`config.mk`:
```
export PLATFORM = sky130hd
export DESIGN_NAME = writeback_stage_flat
export DESIGN_NICKNAME = d
export VERILOG_FILES = /design/src/rtl/writeback_stage_if.sv /design/src/rtl/writeback_stage.sv /design/src/flat_wrapper.sv
export SDC_FILE = /design/constraint.sdc
export NUM_CORES = 2
export LEC_CHECK = 0
export CAP_MARGIN = 5
export CELL_PAD_IN_SITES_DETAIL_PLACEMENT = 2
export CELL_PAD_IN_SITES_GLOBAL_PLACEMENT = 2
export CORE_ASPECT_RATIO = 1.1
export CORE_MARGIN = 2
export CORE_UTILIZATION = 41
export CTS_CLUSTER_SIZE = 16
export DETAILED_ROUTE_END_ITERATION = 6
export GPL_ROUTABILITY_DRIVEN = 0
export PLACE_DENSITY_LB_ADDON = 0.1
export RECOVER_POWER = 100
export SYNTH_ARGS = -nofsm -noshare
export SYNTH_HDL_FRONTEND = slang
export SYNTH_SLANG_ARGS = --single-unit
export TNS_END_PERCENT = 1
```
`constraint.sdc`:
```
create_clock -name clock -period 5.4 [get_ports clock]
set_clock_uncertainty 0.2 [all_clocks]
set_input_delay 1.08 -clock clock [delete_from_list [all_inputs] [get_ports clock]]
set_output_delay 1.08 -clock clock [all_outputs]
set_load 0.005 [all_outputs]
```
`src/rtl/writeback_stage_if.sv`:
```
// rtl/writeback_stage_if.sv - MEM/WB input bundle, decode read ports and pending-writeback outputs
interface writeback_stage_if #(
  parameter int DATA_W  = 32,
  parameter int COUNT_W = 32
);
  logic               in_valid;
  logic [DATA_W-1:0]  final_data;
  logic [7:0]         signals;
  logic [4:0]         dest_reg;
  logic               stall;
  logic               flush;
  logic [4:0]         rs_addr;
  logic [4:0]         rt_addr;
  logic [DATA_W-1:0]  rs_data;
  logic [DATA_W-1:0]  rt_data;
  logic               wb_valid;
  logic               wb_write;
  logic [4:0]         wb_reg;
  logic [DATA_W-1:0]  wb_data;
  logic               wb_mem_to_reg;
  logic [COUNT_W-1:0] retired_count;

  modport master (
    output in_valid, final_data, signals, dest_reg, stall, flush, rs_addr, rt_addr,
    input  rs_data, rt_data, wb_valid, wb_write, wb_reg, wb_data, wb_mem_to_reg, retired_count
  );

  modport slave (
    input  in_valid, final_data, signals, dest_reg, stall, flush, rs_addr, rt_addr,
    output rs_data, rt_data, wb_valid, wb_write, wb_reg, wb_data, wb_mem_to_reg, retired_count
  );
endinterface

```
`src/rtl/writeback_stage.sv`:
```
// rtl/writeback_stage.sv - MEM/WB register, 32x32 register file with bypassed reads, retire counter
module writeback_stage #(
  parameter int DATA_W  = 32,
  parameter int COUNT_W = 32
) (
  input  logic               clock,
  input  logic               reset,
  writeback_stage_if.slave   bus
);

  logic [DATA_W-1:0]  r_regs [32];
  logic               r_valid;
  logic               r_reg_write;
  logic               r_mem_to_reg;
  logic [4:0]         r_reg;
  logic [DATA_W-1:0]  r_data;
  logic [COUNT_W-1:0] r_count;
  logic               w_write;

  assign w_write = r_valid & r_reg_write & (r_reg != 5'd0);

  always_ff @(posedge clock) begin
    if (!reset) begin
      for (int i = 0; i < 32; i++) begin
        r_regs[i] <= '0;
      end
      r_valid      <= 1'b0;
      r_reg_write  <= 1'b0;
      r_mem_to_reg <= 1'b0;
      r_reg        <= 5'd0;
      r_data       <= '0;
      r_count      <= '0;
    end else if (!bus.stall) begin
      // Commit the held entry and capture the next one on the same edge.
      if (r_valid) begin
        if (w_write) begin
          r_regs[r_reg] <= r_data;
        end
        r_count <= r_count + 1'b1;
      end
      r_valid      <= bus.in_valid & ~bus.flush;
      r_reg        <= bus.dest_reg;
      r_data       <= bus.final_data;
      r_reg_write  <= bus.signals[5];
      r_mem_to_reg <= bus.signals[6];
    end
  end

  // A pending write is visible to decode before it lands in the file.
  assign bus.rs_data = (bus.rs_addr == 5'd0) ? '0 :
                       (w_write && bus.rs_addr == r_reg) ? r_data : r_regs[bus.rs_addr];
  assign bus.rt_data = (bus.rt_addr == 5'd0) ? '0 :
                       (w_write && bus.rt_addr == r_reg) ? r_data : r_regs[bus.rt_addr];

  assign bus.wb_valid      = r_valid;
  assign bus.wb_write      = w_write;
  assign bus.wb_reg        = r_reg;
  assign bus.wb_data       = r_data;
  assign bus.wb_mem_to_reg = r_mem_to_reg;
  assign bus.retired_count = r_count;

endmodule

```
`src/flat_wrapper.sv`:
```
// flat-port wrapper written by rule: the top's interface ports become plain ports
module writeback_stage_flat 
#(
  parameter int DATA_W  = 32,
  parameter int COUNT_W = 32
)
  (clock, reset, bus_in_valid, bus_final_data, bus_signals, bus_dest_reg, bus_stall, bus_flush, bus_rs_addr, bus_rt_addr, bus_rs_data, bus_rt_data, bus_wb_valid, bus_wb_write, bus_wb_reg, bus_wb_data, bus_wb_mem_to_reg, bus_retired_count);
  writeback_stage_if #(.DATA_W(DATA_W), .COUNT_W(COUNT_W)) bus_i ();
  input  logic clock;
  input  logic reset;
  input wire logic [$bits(bus_i.in_valid)-1:0] bus_in_valid;
  input wire logic [$bits(bus_i.final_data)-1:0] bus_final_data;
  input wire logic [$bits(bus_i.signals)-1:0] bus_signals;
  input wire logic [$bits(bus_i.dest_reg)-1:0] bus_dest_reg;
  input wire logic [$bits(bus_i.stall)-1:0] bus_stall;
  input wire logic [$bits(bus_i.flush)-1:0] bus_flush;
  input wire logic [$bits(bus_i.rs_addr)-1:0] bus_rs_addr;
  input wire logic [$bits(bus_i.rt_addr)-1:0] bus_rt_addr;
  output wire logic [$bits(bus_i.rs_data)-1:0] bus_rs_data;
  output wire logic [$bits(bus_i.rt_data)-1:0] bus_rt_data;
  output wire logic [$bits(bus_i.wb_valid)-1:0] bus_wb_valid;
  output wire logic [$bits(bus_i.wb_write)-1:0] bus_wb_write;
  output wire logic [$bits(bus_i.wb_reg)-1:0] bus_wb_reg;
  output wire logic [$bits(bus_i.wb_data)-1:0] bus_wb_data;
  output wire logic [$bits(bus_i.wb_mem_to_reg)-1:0] bus_wb_mem_to_reg;
  output wire logic [$bits(bus_i.retired_count)-1:0] bus_retired_count;
  assign bus_i.in_valid = bus_in_valid;
  assign bus_i.final_data = bus_final_data;
  assign bus_i.signals = bus_signals;
  assign bus_i.dest_reg = bus_dest_reg;
  assign bus_i.stall = bus_stall;
  assign bus_i.flush = bus_flush;
  assign bus_i.rs_addr = bus_rs_addr;
  assign bus_i.rt_addr = bus_rt_addr;
  assign bus_rs_data = bus_i.rs_data;
  assign bus_rt_data = bus_i.rt_data;
  assign bus_wb_valid = bus_i.wb_valid;
  assign bus_wb_write = bus_i.wb_write;
  assign bus_wb_reg = bus_i.wb_reg;
  assign bus_wb_data = bus_i.wb_data;
  assign bus_wb_mem_to_reg = bus_i.wb_mem_to_reg;
  assign bus_retired_count = bus_i.retired_count;
  writeback_stage #(.DATA_W(DATA_W), .COUNT_W(COUNT_W)) u_core (.clock(clock), .reset(reset), .bus(bus_i));
endmodule
```
After elaboration in Yosys (flattened, before gate mapping) --
Memories as Yosys holds them, arrays and structs flattened. Cells that the tools add are included.
Cells by class: reduce and logical (&&, ||, !) cells 7, multiplexer cells 13, bitwise operators 5, add/subtract/negate cells 1, equal/unequal tests 2
Operator list (number):
- 2-to-1 mux 32 bit | 5
- adder 32 x 1 -> 32 bit, second input constant | 1
- OR reduction 32 bit | 1
- == test 5 bit | 2
- logical NOT 5 bit | 2
- 2-to-1 mux 1 bit | 7
- 2-to-1 mux 5 bit | 1
- nonzero test 5 bit | 1
- AND 1 bit | 3
- logical AND 1 bit | 2
- NOT 1 bit | 2
- AND reduction 2 bit | 1
Storage, ports and cells: register bits 72, logic and storage cells 35, input port bits 60, memories kept 1, RAM bits 1024
Memories:
- u_core.r_regs | words 32, bits a word 32, rd ports 2, clocked after memory_dff 0, wr ports 32, line writeback_stage.sv:11 | logic [DATA_W-1:0] r_regs [32];

Logic depth before layout (Yosys ltp) --
depth after elaboration 9, gate-level depth with buffers 11

Least setup slack after synthesis --
Ideal clock, no wire load.
path kind input port to flip-flop, start point in bus_stall, end point mem u_core.r_regs[16][0], enable pin, required time 4734 ps, cell stages on the path 8, data arrival time 4567 ps, setup time 466 ps, path slack 168 ps, path through clkbuf_1 nor2b_1 buf_2 and3_1 nand3_1 buf_2 buf_1 o21ai_0
RTL lines:
- start: declaration | line flat_wrapper.sv:15 | input wire logic [$bits(bus_i.stall)-1:0] bus_stall;
- end: declaration | line writeback_stage.sv:11

==> metrics <==
run status finished with violations; failing checks max-capacitance violations, max-slew violations, negative setup slack; Mapped Avg Cell Area 14.0 µm²; switching pwr roughly 0.0054 W; CTS tree done; Hold WS roughly 0.31 ns; cts bufs inserted 131; asr flop ratio synth 0; final std cells w/o fill between 6000 and 7000; area share of the largest cell type after synthesis 0.525; Clock transition at path regs 0.06 ns; Syn Std Cell Area 58500 µm²; Critical Path Start Type input port; Largest Register u_core.r_regs; Final min period around 5.5 ns; Final ANT Viol Nets 0; WL final 249 mm; Clock Tree Buf Depth 3; worst path required time just under 6 ns; Initial Utilization 0.413; RSZ-0062 raised after global routing no; pre-CTS WS 0.201 ns; combinational share of power 0.117; via count 41859; Arrival @ worst endpoint between 5 and 6 ns; RR Startpoint u_core.bus.wb_reg[2]; Placed Area 64700 µm²; first-pass GRT wire length 347 mm; final hold vios 0; Post-Place Cells 6194; setup ws final -0.0781 ns; Die H between 400 and 500 µm; Period Utilization, post-route 1.01; Pleak 23.9 nW; Iter 0 DRT Violations 4822; Post-synth top flop edfxtp_1; top post-synthesis cells by count edfxtp_1 (1024), and2_1 (875), mux4_2 (421), mux2i_1 (285), clkbuf_1 (284); Clk pwr share 0.417; clock latency on the worst-skew pair 0.77 ns; antenna violations before repair 23; worst slew pin tran 3.46 ns; Final setup viols 13; Final Util 0.477; Slew HR -1.31; area share of fa/ha/maj cells after synthesis 0.000214; synth unique cells 56; compound-cell area share of the yosys netlist 0.0514; via density per instance 6.50; yosys warns 0; Die Wd 364 µm; proportion of layout cells with a drive suffix above 1 0.199; pwr/cell area 312 nW/µm²; nets 4477; Hold Buf Count CTS 0; xor and xnor area share after synthesis 0.00598; post-synthesis register bit count between 1000 and 1500; post-CTS resize count 0; CP max FO 18; Seq pwr share 0.467; DRC 0; CTS Sinks 1096; Max Freq between 150 and 200 MHz; Pre-Repair DR Iteration Count 5; Crit Path Category in2reg; RR Endpoint u_core.r_regs[20][1]; Synth area leaders edfxtp_1 (53%), mux4_2 (16%), and2_1 (9.4%), mux2i_1 (4.9%), dfxtp_1 (2.5%); Post-CTS Setup Repair Bufs 0; hpwl dp 157 mm; fillcell total roughly 14000; Peak supply drop 0.300 mV; Hold/Removal Path Class reg2reg; Placeable Area 142000 µm²; Endpoint, Worst Hold u_core.bus.retired_count[19]; via count of the first global-routing pass 44664; row count 145; internal power between 0.015 and 0.02 W; number of synthesized flops with an enable pin 1024; Cells after Synth 4176; Area Growth Syn to Fin 15.5%; Worst R2R Path Depth 6; DIE AREA 146000 µm²; Final Max Tran Viols roughly 1100; area leader, netlist edfxtp_1; grt ovf 0; Post-Synth Simple-Gate Area 0.140; Largest register FFs 1024; post-synthesis mux area share 0.216; Port Buffers 189; Critical Path End Type flip-flop; count leader, synth edfxtp_1; Max-Cap Viols 60; post-DR wirelength/cell 38.6 µm; Total GRT Usage 0.341; main combinational cell family by area after synthesis multiplexers; design area 67600 µm²; root buffer cell clkbuf_16; H-tree depth 4; Hold Path Cell Cnt 2; register area share after synthesis 0.550; Sw Share 0.258; HP Start u_core.bus.retired_count[19]; flop-to-flop setup slack approximately 0.17 ns; pin count of the biggest net entering global routing 55; Ports 196
==> cell usage in the layout, fill, tap and decap left out, types with 32 or more instances in the layout <==
master              n
clkdlybuf4s50_1    95
buf_4             149
a22oi_1            48
nor2b_1            33
a21oi_1            95
dfxtp_1            72
o21ai_1            40
clkbuf_1           93
clkbuf_2           57
conb_1             32
clkbuf_16         140
a221oi_1           73
dlygate4sd3_1      82
nor3_1            141
edfxtp_1         1024
and2_1            328
nand3_1            45
o21ai_0            58
and2_0            546
mux4_2            421
a211oi_1           54
buf_12             44
nand2_1            93
mux2i_1           285
nor2_1            183
==> worst max-delay path by stage <==
stage | start | to | slack [ns] | depth (start not counted)
4_1_cts | bus_rt_addr[0] | bus_rt_data[5] | 0.13 | 10
3_5_place_dp | bus_rt_addr[0] | bus_rt_data[5] | 0.20 | 10
5_1_grt | bus_rs_addr[0] | bus_rs_data[10] | 0.004 | 10
6_report | reset | u_core.r_regs[20][1] | -0.08 | 6
3_3_place_gp | bus_rt_addr[0] | bus_rt_data[13] | 0.15 | 10
2_1_floorplan | bus_stall | u_core.r_regs[16][0] | 0.17 | 8
==> power groups by stage <==
stage | Sequential (W) | Clock [W] | Combinational, W
global route | 0.00987 | 0.00916 | 0.00256
CTS | 0.00982 | 0.00888 | 0.00252
floorplan | 0.00987 | 0 | 0.00138
finish | 0.00984 | 0.00879 | 0.00247
global placement | 0.00995 | 0 | 0.00247
detailed placement | 0.00999 | 0 | 0.00251
==> logic make-up (layout without fill, tap and decap cells) <==
group / Yosys count / count (layout)
other cells: 1 / 46
buf+inv: 442 / 746
fa+ha+maj: 1 / 1
xor+xnor: 40 / 40
simple gates: 1438 / 1438
mux: 720 / 720
flops: 1096 / 1096
compound gates: 438 / 438
==> per-layer routing <==
layer	routed length, µm	GRT usage	vias up
li1	-	-	16452
met1	96100	0.445	22539
met2	120000	0.561	2248
met3	19700	0.0551	612
met4	12500	0.151	8
met5	50	0	-
==> layout make-up <==
cell class              instances  area (µm²)  share of cell area
diodes                         14        35.0            0.000518
flip-flops and latches       1096       32200               0.476
clock inverters                50         410             0.00607
repair buffers                505        4460              0.0659
well taps                    1911        2390              0.0354
multi-input cells            2669       24400               0.360
inverters                      13        51.3            0.000759
clock buffers                 178        3710              0.0548
==> critical path, stage by stage <==
cell and delay (ns):
clkbuf_1 0.86, and3_1 0.48, nand3_1 0.47, nor2_1 2.13, clkbuf_2 0.65, and2_0 0.20
==> stage by stage <==
step | total power (W) | TNS, ns
CTS | 0.0212 | 0
finish | 0.0211 | -0.640
floorplan | 0.0113 | 0
global placement | 0.0124 | 0
detailed placement | 0.0125 | 0
global route | 0.0216 | 0
No activity file was read; power rests on OpenSTA's default activity.
